## src/rtl/instr_fetch_unit_pkg.sv

```systemverilog
// ----------------------------------------------------------------------------
// Module : rv_defs (package)
// Brief  : Shared FSM encoding, NOP word and instruction field positions.
// Rev    : 1.0
// ----------------------------------------------------------------------------
`default_nettype none

package rv_defs;

  typedef enum logic [1:0] {
    ST_BOOT  = 2'd0,
    ST_FETCH = 2'd1,
    ST_EXEC  = 2'd2
  } fetch_state_e;

  // addi x0, x0, 0
  localparam logic [31:0] c_nop_inst = 32'h0000_0013;

  localparam int c_opc_lsb = 2;
  localparam int c_opc_msb = 6;
  localparam int c_f3_lsb  = 12;
  localparam int c_f3_msb  = 14;
  localparam int c_f7_bit  = 30;

endpackage : rv_defs

`default_nettype wire

```

## src/rtl/instr_fetch_unit_next_pc.sv

```systemverilog
// ----------------------------------------------------------------------------
// Module : next_pc_logic
// Brief  : Combinational branch/jump resolution and target alignment check.
// Rev    : 1.0
// ----------------------------------------------------------------------------
`default_nettype none

module next_pc_logic
  import rv_defs::*;
(
  input  logic [31:0] pc_i,
  input  logic [31:0] imm_i,
  input  logic        branch_i,
  input  logic        branchn_i,
  input  logic        jump_i,
  input  logic        zero_i,
  output logic [31:0] next_pc_o,
  output logic        misalign_o
);

  logic        w_taken;
  logic [31:0] w_target;
  logic [31:0] w_seq;

  // Jump and both branch flavours share one adder; either branch condition may take.
  assign w_taken    = jump_i | (branch_i & zero_i) | (branchn_i & ~zero_i);
  assign w_target   = pc_i + imm_i;
  assign w_seq      = pc_i + 32'd4;
  assign next_pc_o  = w_taken ? w_target : w_seq;
  assign misalign_o = w_taken & (|w_target[1:0]);

endmodule : next_pc_logic

`default_nettype wire

```

## src/rtl/instr_fetch_unit.sv

```systemverilog
// ----------------------------------------------------------------------------
// Module : instr_fetch_unit
// Brief  : Fetch stage owning PC/IR, imem handshake, timeout and trap redirect.
// Rev    : 1.0
// ----------------------------------------------------------------------------
`default_nettype none

module instr_fetch_unit
  import rv_defs::*;
#(
  parameter logic [31:0] RESET_PC = 32'h0000_0000,
  parameter logic [31:0] TRAP_VEC = 32'h0000_0100,
  parameter int unsigned MAX_WAIT = 16
) (
  input  logic        clk,
  input  logic        rst_n,
  output logic        imem_req,
  output logic [31:0] imem_addr,
  input  logic        imem_ready,
  input  logic [31:0] imem_rdata,
  input  logic        retire,
  input  logic        Branch,
  input  logic        BranchN,
  input  logic        Jump,
  input  logic        zero,
  input  logic [31:0] imm,
  output logic [31:0] pc,
  output logic [31:0] inst,
  output logic        inst_valid,
  output logic [4:0]  OPcode,
  output logic [2:0]  Fun3,
  output logic        Fun7,
  output logic        misalign_err,
  output logic        bus_err,
  output logic [31:0] instr_count
);

  localparam int             CW          = $clog2(MAX_WAIT) + 1;
  localparam logic [CW-1:0]  c_wait_last = CW'(MAX_WAIT - 1);

  fetch_state_e  state_q, state_d;
  logic [31:0]   pc_q, pc_d;
  logic [31:0]   ir_q, ir_d;
  logic [CW-1:0] cnt_q, cnt_d;
  logic          misalign_q, misalign_d;
  logic          bus_err_q, bus_err_d;
  logic [31:0]   instr_count_q, instr_count_d;

  logic [31:0]   w_next_pc;
  logic          w_misalign;

  next_pc_logic u_next_pc (
    .pc_i       (pc_q),
    .imm_i      (imm),
    .branch_i   (Branch),
    .branchn_i  (BranchN),
    .jump_i     (Jump),
    .zero_i     (zero),
    .next_pc_o  (w_next_pc),
    .misalign_o (w_misalign)
  );

  always_ff @(posedge clk or negedge rst_n) begin
    if (!rst_n) begin
      state_q       <= ST_BOOT;
      pc_q          <= RESET_PC;
      ir_q          <= c_nop_inst;
      cnt_q         <= '0;
      misalign_q    <= 1'b0;
      bus_err_q     <= 1'b0;
      instr_count_q <= '0;
    end else begin
      state_q       <= state_d;
      pc_q          <= pc_d;
      ir_q          <= ir_d;
      cnt_q         <= cnt_d;
      misalign_q    <= misalign_d;
      bus_err_q     <= bus_err_d;
      instr_count_q <= instr_count_d;
    end
  end

  always_comb begin
    state_d       = state_q;
    pc_d          = pc_q;
    ir_d          = ir_q;
    cnt_d         = cnt_q;
    misalign_d    = misalign_q;
    bus_err_d     = bus_err_q;
    instr_count_d = instr_count_q;

    unique case (state_q)
      ST_BOOT: begin
        state_d = ST_FETCH;
      end
      ST_FETCH: begin
        if (imem_ready) begin
          ir_d    = imem_rdata;
          cnt_d   = '0;
          state_d = ST_EXEC;
        end else if (cnt_q == c_wait_last) begin
          // Timed out: refetch from the trap vector, request stays up.
          pc_d      = TRAP_VEC;
          bus_err_d = 1'b1;
          cnt_d     = '0;
        end else begin
          cnt_d = cnt_q + CW'(1);
        end
      end
      ST_EXEC: begin
        if (retire) begin
          instr_count_d = instr_count_q + 32'd1;
          state_d       = ST_FETCH;
          if (w_misalign) begin
            pc_d       = TRAP_VEC;
            misalign_d = 1'b1;
          end else begin
            pc_d = w_next_pc;
          end
        end
      end
      default: begin
        state_d = ST_BOOT;
      end
    endcase
  end

  assign imem_req     = (state_q == ST_FETCH);
  assign imem_addr    = pc_q;
  assign pc           = pc_q;
  assign inst         = ir_q;
  assign inst_valid   = (state_q == ST_EXEC);
  assign OPcode       = ir_q[c_opc_msb:c_opc_lsb];
  assign Fun3         = ir_q[c_f3_msb:c_f3_lsb];
  assign Fun7         = ir_q[c_f7_bit];
  assign misalign_err = misalign_q;
  assign bus_err      = bus_err_q;
  assign instr_count  = instr_count_q;

endmodule : instr_fetch_unit

`default_nettype wire

```

## config.mk

```make
export PLATFORM = sky130hd
export DESIGN_NAME = instr_fetch_unit
export DESIGN_NICKNAME = d
export VERILOG_FILES = /design/src/rtl/instr_fetch_unit_pkg.sv /design/src/rtl/instr_fetch_unit_next_pc.sv /design/src/rtl/instr_fetch_unit.sv
export SDC_FILE = /design/constraint.sdc
export NUM_CORES = 1
export LEC_CHECK = 0
export ABC_AREA = 1
export CORE_MARGIN = 8
export CORE_UTILIZATION = 33
export DETAILED_ROUTE_END_ITERATION = 8
export GPL_TIMING_DRIVEN = 0
export SLEW_MARGIN = 30
export SYNTH_ARGS = -nofsm -noshare
export SYNTH_HDL_FRONTEND = slang
export SYNTH_SLANG_ARGS = --single-unit
```

## constraint.sdc

```tcl
create_clock -name clk -period 2.6 [get_ports clk]
set_input_delay 0.52 -clock clk [delete_from_list [all_inputs] [get_ports clk]]
set_output_delay 0.52 -clock clk [all_outputs]
set_load 0.05 [all_outputs]
```

# == Word-level counts from Yosys, hierarchy flattened ==
# Index checks and enable logic that the tools add are counted.
# op_classes
add_sub_neg,4
n_eq_ne,7
muxes,11
bitwise_logic,7
n_reduce_logical,9
# op_table
operator,n
32-bit 2-to-1 mux,5
32-bit case mux with 2 select lines,1
"32-bit by 1-bit adder with 32-bit output, second input constant",1
"32-bit by 3-bit adder with 32-bit output, second input constant",1
32-bit adder,1
5-bit 2-to-1 mux,2
2-bit case mux with 3 select lines,1
2-bit AND reduction,3
3-bit AND reduction,2
"5-bit by 1-bit adder with 5-bit output, second input constant",1
"5-bit by 4-bit == test with 1-bit output, second input constant",1
2-bit 2-to-1 mux,2
"2-bit by 1-bit inequality test with 1-bit output, second input constant",2
"2-bit inequality test, second input constant",2
4-bit AND reduction,1
1-bit AND,3
"2-bit by 1-bit == test with 1-bit output, second input constant",1
"2-bit == test, second input constant",1
2-bit zero test,1
1-bit NOT,2
1-bit OR,2
2-bit nonzero test,1
2-bit OR reduction,1
# word_totals
regBits,105
in_bits,72
output_inout_bits,141
elab_cells,45

# == Logic depth before layout (Yosys ltp) ==
# Gate-level depths: netlist of run 1.
# logic_depth
word_depth,7
ltp_mapped,14

# == Cells and area by module ==
# From an unflattened synthesis of run 1, not the netlist that was laid out.
# unflattened
hier_cells,1337
area_unflattened_um2,8519.4
# by_module_without_submodules
module,n_inst,cells_per_inst,area_each_um2
instr_fetch_unit,1,597,4964.8
next_pc_logic,1,740,3554.7

# == Least setup slack after synthesis of run 1 ==
# No wires, ideal clock.
# synth_path
kind,reg2reg
from,"register pc_q[0], in the netlist imem_addr[0]"
to,"register pc_q[13], in the netlist imem_addr[13]"
arrival_ps,2207
setup_slack_ps,310
stages_incl_launch_ff,11
cell_sequence,dfrtp_1 ha_1 inv_1 fa_1 inv_1 o21ai_0 nand3_2 buf_2 a21oi_1 o21ai_1 o21ai_0
# synth_via
elab_chain_len,6
word_cells_on_any_way,8
# synth_lines
element,line,text
"start, declared",instr_fetch_unit.sv:42,"logic [31:0] pc_q, pc_d;"
"start signal, assigned",instr_fetch_unit.sv:74,pc_q <= pc_d;
32-bit adder,instr_fetch_unit_next_pc.sv:27,assign w_target = pc_i + imm_i;
2-bit OR reduction,instr_fetch_unit_next_pc.sv:30,assign misalign_o = w_taken & (|w_target[1:0]);
1-bit AND,instr_fetch_unit_next_pc.sv:30,
32-bit 2-to-1 mux *,instr_fetch_unit.sv:114,if (w_misalign) begin
32-bit 2-to-1 mux *,instr_fetch_unit.sv:111,if (retire) begin
32-bit case mux with 2 select lines *,instr_fetch_unit.sv:92,unique case (state_q)
# Every way passes the cells marked *; elsewhere a longest branch is shown, timed or not. The select of a mux whose other input is x is not followed.
# A chain may end at the register's enable or synchronous reset.

# == Worst setup path after layout of run 1 ==
# layout_path
from,input port imm[0]
to,"register pc_q[28], in the netlist imem_addr[28]"
# layout_via
elab_chain_len,6
word_cells_on_any_way,7
# layout_lines
element,line,text
"start, declared",instr_fetch_unit.sv:26,"input logic [31:0] imm,"
32-bit adder *,instr_fetch_unit_next_pc.sv:27,
2-bit OR reduction,instr_fetch_unit_next_pc.sv:30,
1-bit AND,instr_fetch_unit_next_pc.sv:30,
32-bit 2-to-1 mux *,instr_fetch_unit.sv:114,
32-bit 2-to-1 mux *,instr_fetch_unit.sv:111,
32-bit case mux with 2 select lines *,instr_fetch_unit.sv:92,
# Marks and branches as above.

==> impl_metrics.yaml, run 1 <==
outcome:
  status: "finished, final reports clean"
synthesis:
  avgSynthCellArea_um2: 6.38
  synthTopCellsByCount: "nand2_1, inv_1, nor2_1, dfrtp_1, nand3_1"
  yosys.area.top_type: "dfrtp_1"
  yosys.area_share.simple_pct: 38.3
  synthCells: 1307
  synth_edf_count: 0
  synth_flop_cell: "dfrtp_1"
  synth-seq-cells: 105
  synth_top_family_by_area: "simple AND/OR/NAND/NOR gates"
  synth_area_leaders: "dfrtp_1, nand2_1, inv_1"
  ys_types: 41
  synth_xor_area_share_pct: 4.52
  synthArstFlopShare_pct: 100
  yosysSeqAreaShare_pct: 31.6
  synth_top_cell_area_share_pct: 30.6
  syn_nets: 1414
  synth_compound_area_share_pct: 6.74
  synth_fa_ha_area_share_pct: 5.34
  syn_area_um2: 8340
  ys_warn_count: 0
  synth.most_common_cell: "nand2_1"
  muxShareOfSynthArea_pct: 0
cts:
  clk_pin_slew_worst_paths_ns: 0.08
  cts_max_level: 3
  cts_setup_buffers: 0
  cts_tree: "built"
  cts_buffer_depth: 2
  cts_resized: 1
  cts_sinks: 105
  cts_hold_buf: 0
  cts_buffers: 9
  insertion_delay_ns: 0.36
  root_buffer: "clkbuf_16"
finish:
  fill_cells: 2683
  nets: 1638
  drive_gt1_share_pct: 6.71
  area_growth_pct: 34.5
  final_area_um2: 11200
  antennaDiodeCount: 0
floorplan:
  ios: 213
  num_rows: 58
  coreArea_um2: 25000
  start_util_pct: 33.4
  die_area_um2: 30600
  fp.dieH_um: 175
  fp.dieW_um: 175
critical_path:
  cp_top_family: "simple AND/OR/NAND/NOR gates"
  path_class: "input port to flop"
  max_stage_delay_ns: 0.46
  path_buf_inv: 3
  crit_arrival_ns: 2.72
  cpMostUsedCell: "nand3_1"
  crit_fanout: 5
  cp-start-kind: "input port"
  slowest_stage: "clkdlybuf4s50_1"
  end_kind: "flop"
  cp_cell_sequence: "clkdlybuf4s50_1, ha_2, inv_1, fa_1, inv_2, nand3_1, nand3_2, nand3_1, nand3_1, nand2_1, nand3_1, nand3_1, nand2_1, nand2_1"
  required_ns: 2.85
placement:
  placed_area_um2: 10900
  numPortBuffers: 212
  gp_congestion: 0.896
  hpwlAfterDp_um: 22500
  place_ws_ns: -0.497
routing:
  vias: 8574
  viasPerCell: 4.59
  postRouteAntennaNets: 0
  first_pass_iters: 7
  wl_per_cell_um: 15.0
  drtIter0Drc: 567
  drt-total-wl_um: 28000
  drc: 0
run:
  drv_cap: 0
global_routing:
  grt_max_degree: 62
  grt_pass1_wl_um: 45200
  antenna_found_initial: 0
  grt.total_usage_pct: 18.2
  grt_pass1_vias: 8749
  grt_overflow: 0
timing:
  period_minus_slack_ns: 2.48
  hold_viol: 0
  setup_viol: 0
  final.setup_skew_ns: 0.00844
  maxSlewViolCount: 0
  fin_crit_sh_pct: 95.3
  fmax_mhz: 403
  holdWs_ns: 0.0515
  setup-tns-final_ns: 0
  tightest_slew_ns: 0.590
  grt_setup_unrepaired: "no"
  layout_setup_ws_ns: 0.121
  relSlewSlack_pct: 60.3
power_and_ir_drop:
  p_int_mw: 5.07
  vdd_drop_max_mv: 0.812
  power.net_switching_mw: 5.71
  power.share.switching_pct: 53.0
  pwr-share-clk_pct: 13.0
  leakage_nw: 5.74
  seq_power_share_pct: 25.2
  comb_power_share_pct: 61.8
  powerDensity_nw_per_um2: 962
hold_path:
  hold_path.class: "input port to async pin"
==> cell families (layout without fill, tap and decap cells) <==
family / after synthesis / count (layout)
AO/OA/AOI/OAI: 102 / 102
AND/OR/NAND/NOR: 767 / 767
XOR/XNOR: 43 / 43
buffers and inverters: 255 / 484
adder cells (fa/ha/maj): 35 / 35
flip-flops: 105 / 105
==> power groups by stage <==
stage / Combinational (mW) / Clock [mW] / Sequential (mW)
floorplan: 3.09 / 0 / 4.04
global placement: 6.66 / 0 / 2.73
detailed placement: 6.69 / 0 / 2.73
CTS: 6.71 / 1.43 / 2.72
global route: 7.21 / 1.50 / 2.80
finish: 6.66 / 1.41 / 2.72
==> sequential cells by signal (all words and copies together), names as in the netlist <==
name / count
bus_err: 1
cnt_q: 5
imem_addr: 32
inst: 32
instr_count: 32
misalign_err: 1
state_q: 2
==> final cells by class <==
class | instances | area (um^2) | area share (%)
Multi-Input combinational cell | 947 | 4590 | 41.0
Sequential cell | 105 | 2630 | 23.5
Timing Repair Buffer | 213 | 2150 | 19.2
Inverter | 196 | 736 | 6.56
Tap cell | 330 | 413 | 3.68
Buffer | 59 | 389 | 3.47
Clock buffer | 11 | 253 | 2.25
Clock inverter | 5 | 42.5 | 0.379
==> stage by stage <==
stage	power, mW	utilization (%)	std cells
after global placement	9.39	43.5	1849
after global routing	11.5	44.9	1866
after CTS	10.9	44.9	1866
after floorplan	7.13	-	1307
after detailed placement	9.42	43.7	1850
final	10.8	44.9	1866
==> per-layer routing <==
| layer | up-vias | routed length [um] | global-route usage, % |
|---|---|---|---|
| met4 | 0 | 575 | 5.72 |
| met5 | - | 0 | 0 |
| met3 | 32 | 2110 | 5.81 |
| met1 | 3864 | 12500 | 22.1 |
| li1 | 4458 | - | - |
| met2 | 220 | 12800 | 30.0 |
==> cells in the final DEF, fill, tap and decap left out, drive strengths merged, types with 2 or more instances in the layout <==
cell type / Yosys / final
o31ai: 2 / 2
xor2: 35 / 35
nor3: 28 / 28
a21oi: 49 / 49
nor2: 120 / 120
a21boi: 2 / 2
dfrtp: 102 / 102
xnor2: 8 / 8
nand3: 79 / 79
clkdlybuf4s50: 0 / 211
dfstp: 3 / 3
o21bai: 8 / 8
nand4: 17 / 17
or2: 2 / 2
clkinv: 3 / 3
nand2: 517 / 517
inv: 193 / 197
clkbuf: 9 / 20
o21ai: 32 / 32
o22ai: 3 / 3
buf: 50 / 52
ha: 34 / 34
a31oi: 2 / 2
==> path summary, 6_finish.rpt <==
path | end | cells after the start | from | slack (ns)
worst max register to register | imem_addr[28]$_DFFE_PN0P_ | 13 | imem_addr[0]$_DFFE_PN0P_ | 0.32
worst max-delay path | imem_addr[28]$_DFFE_PN0P_ | 14 | imm[0] | 0.12
max in group asynchronous | inst[1]$_DFFE_PN1P_ | 2 | rst_n | 1.87
min in group clk | inst[1]$_DFFE_PN1P_ | 2 | inst[1]$_DFFE_PN1P_ | 0.48
worst min-delay path | instr_count[26]$_DFFE_PN0P_ | 1 | rst_n | 0.05
worst min register to register | inst[1]$_DFFE_PN1P_ | 2 | inst[1]$_DFFE_PN1P_ | 0.48
==> worst register-to-register path, stage by stage (launching register included) <==
cell     delay (ns)
dfrtp_1        0.40
ha_2           0.24
inv_1          0.06
fa_1           0.38
inv_2          0.13
nand3_1        0.10
nand3_2        0.12
nand3_1        0.08
nand3_1        0.19
nand2_1        0.11
nand3_1        0.10
nand3_1        0.11
nand2_1        0.10
nand2_1        0.05
Note: power is estimated with default switching activity, not from simulation.
==> run 2: changes to the inputs <==
--- a/config.mk
+++ b/config.mk
@@ -10,6 +10,7 @@
 export CORE_UTILIZATION = 33
 export DETAILED_ROUTE_END_ITERATION = 8
 export GPL_TIMING_DRIVEN = 0
+export MAX_ROUTING_LAYER = met4
 export SLEW_MARGIN = 30
 export SYNTH_ARGS = -nofsm -noshare
 export SYNTH_HDL_FRONTEND = slang
==> impl_metrics.yaml, run 2 (synthesis results as in run 1) <==
finish:
  nets: 1638
  final_cell_count_no_fill: 1866
  fill_cells: 2643
  antennaDiodeCount: 0
  drive_gt1_share_pct: 6.77
  final_cell_mix: "nand2_1, clkdlybuf4s50_1, inv_1"
  area_growth_pct: 34.7
  multi_input_area_um2: 4600
  register_area_um2: 2630
  layout_commonest_cell: "nand2_1"
critical_path:
  slowest_stage: "clkdlybuf4s50_1"
  cp_cell_sequence: "buf_4, clkdlybuf4s50_1"
  end_kind: "output pin"
  crit_arrival_ns: 1.98
  path_buf_inv: 2
  max_stage_delay_ns: 0.79
  cp_top_family: "buffers and inverters"
  path_class: "flop to output pin"
  cp-start-kind: "flop"
  crit_start: "imem_addr[22]$_DFFE_PN0P_"
  crit_fanout: 8
  r2r_start: "imem_addr[9]$_DFFE_PN0P_"
  required_ns: 2.08
cts:
  cts_hold_buf: 0
  cts_setup_buffers: 0
  cts_sinks: 105
  insertion_delay_ns: 0.36
  root_buffer: "clkbuf_16"
  cts_tree: "built"
  cts_resized: 3
  cts_buffer_depth: 2
  cts_max_level: 3
  clk_pin_slew_worst_paths_ns: 0.08
  cts_buffers: 9
routing:
  drtIter0Drc: 575
  vias: 8604
  wl_per_cell_um: 15.0
  drc: 0
  viasPerCell: 4.61
  first_pass_iters: 5
  drt-total-wl_um: 28100
  postRouteAntennaNets: 0
timing:
  fmax_mhz: 401
  holdWs_ns: 0.0198
  relSlewSlack_pct: 54.8
  tightest_slew_ns: 0.674
  maxSlewViolCount: 0
  setup_viol: 0
  final.setup_skew_ns: 0.00934
  fin_crit_sh_pct: 96.0
  period_minus_slack_ns: 2.50
  hold_viol: 0
  layout_setup_ws_ns: 0.104
  grt_setup_unrepaired: "no"
outcome:
  status: "finished, final reports clean"
floorplan:
  ios: 213
  fp.dieH_um: 175
  num_rows: 58
  fp.dieW_um: 175
  coreArea_um2: 25000
  die_area_um2: 30600
  start_util_pct: 33.4
global_routing:
  grt_pass1_wl_um: 44700
  grt.total_usage_pct: 18.7
  grt_max_degree: 70
  grt_overflow: 0
  antenna_found_initial: 0
  grt_pass1_vias: 8672
power_and_ir_drop:
  finalPower_mw: 10.8
  vdd_drop_max_mv: 0.749
  leakage_nw: 5.75
  powerDensity_nw_per_um2: 965
placement:
  hpwlAfterDp_um: 22600
  place_ws_ns: -0.575
  dp.cells: 1850
  numPortBuffers: 212
  gp_congestion: 0.915
hold_path:
  hold_path.class: "input port to async pin"
run:
  drv_cap: 0
## run 2: power breakdown
group	switching (mW)	leakage (nW)	internal (mW)	total (mW)
combinational	4.43	4.27	2.25	6.68
clock	0.680	0.146	0.757	1.44
sequential	0.613	1.34	2.11	2.72
total	5.72	5.75	5.11	10.8
## run 2: final timing paths
path / to / slack, ns / cells after the start
max in group asynchronous: inst[0]$_DFFE_PN1P_ / 1.89 / 2
setup reg to reg: imem_addr[26]$_DFFE_PN0P_ / 0.35 / 13
setup / recovery: pc[22] / 0.10 / 2
min in group clk: inst[1]$_DFFE_PN1P_ / 0.47 / 2
hold / removal: instr_count[20]$_DFFE_PN0P_ / 0.02 / 1
hold reg to reg: inst[1]$_DFFE_PN1P_ / 0.47 / 2
## run 2: through the flow
step / cell area [um^2] / setup TNS (ns) / utilization (%)
after floorplan: 8340 / 0 / -
after CTS: 11200 / 0 / 44.9
final: 11200 / 0 / 45.0
after global placement: 10900 / -351.42 / 43.5
after global routing: 11200 / 0 / 45.0
after detailed placement: 10900 / -13.76 / 43.7
## run 2: layer usage
layer | vias to the layer above | global-route usage [%] | part of all wire [%]
met5 | - | - | 0
met4 | 0 | 5.69 | 2.0
met3 | 32 | 4.66 | 6.9
met2 | 244 | 29.9 | 46
met1 | 3884 | 22.9 | 45
li1 | 4444 | - | -
## run 2: final cells by class
cell class                      instances  share of cell area [%]
Inverter                              196                    6.55
Sequential cell                       105                    23.4
Clock inverter                          7                   0.691
Clock buffer                            9                    2.01
Buffer                                 59                    3.47
Multi-Input combinational cell        947                    41.0
Tap cell                              330                    3.68
Timing Repair Buffer                  213                    19.2
==> run 3: changes to the inputs <==
--- a/config.mk
+++ b/config.mk
@@ -10,6 +10,7 @@
 export CORE_UTILIZATION = 33
 export DETAILED_ROUTE_END_ITERATION = 8
 export GPL_TIMING_DRIVEN = 0
+export HOLD_SLACK_MARGIN = 0.05
 export MAX_ROUTING_LAYER = met4
 export SLEW_MARGIN = 30
 export SYNTH_ARGS = -nofsm -noshare
==> impl_metrics.yaml, run 3 (synthesis results as in run 1) <==
run:
  drv_cap: 0
floorplan:
  start_util_pct: 33.4
  fp.dieH_um: 175
  fp.dieW_um: 175
  num_rows: 58
  coreArea_um2: 25000
  ios: 213
  die_area_um2: 30600
finish:
  antennaDiodeCount: 0
  nets: 1639
  final_cell_mix: "nand2_1, clkdlybuf4s50_1, inv_1"
  drive_gt1_share_pct: 6.77
  area_growth_pct: 34.8
  final_cell_count_no_fill: 1867
  multi_input_area_um2: 4600
  register_area_um2: 2630
  fill_cells: 2642
  layout_commonest_cell: "nand2_1"
timing:
  period_minus_slack_ns: 2.48
  layout_setup_ws_ns: 0.120
  final.setup_skew_ns: 0.00761
  hold_viol: 0
  grt_setup_unrepaired: "no"
  fmax_mhz: 403
  holdWs_ns: 0.473
  tightest_slew_ns: 0.687
  setup_viol: 0
  relSlewSlack_pct: 53.8
  maxSlewViolCount: 0
  fin_crit_sh_pct: 95.4
cts:
  clk_pin_slew_worst_paths_ns: 0.08
  root_buffer: "clkbuf_16"
  cts_tree: "built"
  cts_buffers: 9
  insertion_delay_ns: 0.36
  cts_buffer_depth: 2
  cts_sinks: 105
  cts_max_level: 3
  cts_setup_buffers: 0
placement:
  numPortBuffers: 212
  dp.cells: 1850
  place_ws_ns: -0.575
  hpwlAfterDp_um: 22600
  gp_congestion: 0.915
critical_path:
  crit_arrival_ns: 1.96
  cp_cell_sequence: "buf_4, clkdlybuf4s50_1"
  cp-start-kind: "flop"
  slowest_stage: "clkdlybuf4s50_1"
  cp_top_family: "buffers and inverters"
  max_stage_delay_ns: 0.79
  r2r_end: "imem_addr[26]$_DFFE_PN0P_"
  worstRegToRegCells: 13
  crit_fanout: 8
  r2r_slack_ns: 0.35
  path_buf_inv: 2
  required_ns: 2.08
  path_class: "flop to output pin"
  end_kind: "output pin"
  r2r_start: "imem_addr[9]$_DFFE_PN0P_"
global_routing:
  grt.total_usage_pct: 18.7
  grt_pass1_vias: 8677
  grt_overflow: 0
  antenna_found_initial: 0
  grt_max_degree: 70
  grt_pass1_wl_um: 44800
routing:
  first_pass_iters: 5
  drc: 0
  vias: 8597
  drt-total-wl_um: 28100
  wl_per_cell_um: 15.0
  postRouteAntennaNets: 0
  viasPerCell: 4.60
  drtIter0Drc: 604
outcome:
  status: "finished, final reports clean"
hold_path:
  min_delay_path_depth: 2
  hold_path.class: "flop to flop"
  min_from: "inst[1]$_DFFE_PN1P_"
  whs_endpoint: "inst[1]$_DFFE_PN1P_"
power_and_ir_drop:
  powerDensity_nw_per_um2: 964
  vdd_drop_max_mv: 0.749
  leakage_nw: 5.76
run 3: changes by cell type in the layout (fill, tap and decap cells not counted):
cell,before,now
dlygate4sd3_1,0,1
run 3: power breakdown:
part | leakage, nW | internal (mW) | switching (mW)
clock | 0.146 | 0.757 | 0.675
sequential | 1.34 | 2.11 | 0.611
combinational | 4.27 | 2.25 | 4.43
run 3: area by class of cell:
cell class | instances | area share, %
buffer | 59 | 3.46
clock buffer | 9 | 2.00
clock inverter | 7 | 0.691
inverter | 196 | 6.55
multi-input combinational | 947 | 40.9
sequential | 105 | 23.4
tap | 330 | 3.68
timing repair buffer | 214 | 19.3
run 3: worst max-delay path by stage:
stage | start | endpoint | slack (ns) | cells past startpoint
2_1_floorplan | imem_addr[0]$_DFFE_PN0P_ | imem_addr[13]$_DFFE_PN0P_ | 0.31 | 10
3_3_place_gp | rst_n | imem_addr[5]$_DFFE_PN0P_ | -3.29 | 1
3_5_place_dp | imm[0] | imem_addr[22]$_DFFE_PN0P_ | -0.57 | 11
4_1_cts | imm[0] | imem_addr[28]$_DFFE_PN0P_ | 0.04 | 14
5_1_grt | imem_addr[22]$_DFFE_PN0P_ | pc[22] | 0.01 | 2
6_report | imem_addr[22]$_DFFE_PN0P_ | pc[22] | 0.12 | 2
run 3: what timing repair did:
| item | CTS | global route |
|---|---|---|
| hold buffers | 1 | 0 |
| setup endpoints to repair | 28 | 8 |
| gates resized for setup | 3 | 4 |
| endpoints found under the hold margin | 36 | 0 |
run 3: metrics by stage:
| stage | total power, mW | TNS [ns] | cell area [um^2] | util (%) |
|---|---|---|---|---|
| 6_report | 10.8 | 0 | 11200 | 45.0 |
| 5_1_grt | 11.5 | 0 | 11200 | 45.0 |
| 3_3_place_gp | 9.39 | -351.42 | 10900 | 43.5 |
| 3_5_place_dp | 9.42 | -13.76 | 10900 | 43.7 |
| 4_1_cts | 10.9 | 0 | 11200 | 45.0 |
| 2_1_floorplan | 7.13 | 0 | 8340 | - |
run 3: worst reg2reg max path, cell delays in order, from the launching register on:
cell and delay [ns]:
dfrtp_1 0.52, ha_1 0.43, nand2_1 0.16, inv_1 0.05
nand2_1 0.06, nand2_1 0.08, inv_1 0.06, nand3_1 0.20
nand2_1 0.17, nand3_1 0.08, nand2_1 0.06, nand3_1 0.13
nand2_1 0.11, nand2_1 0.05
run 3: routing by layer:
layer | GRT usage [%] | share of wire [%]
met3 | 4.66 | 6.7
met5 | - | 0
met2 | 29.9 | 46
met4 | 5.69 | 2.0
met1 | 22.9 | 46
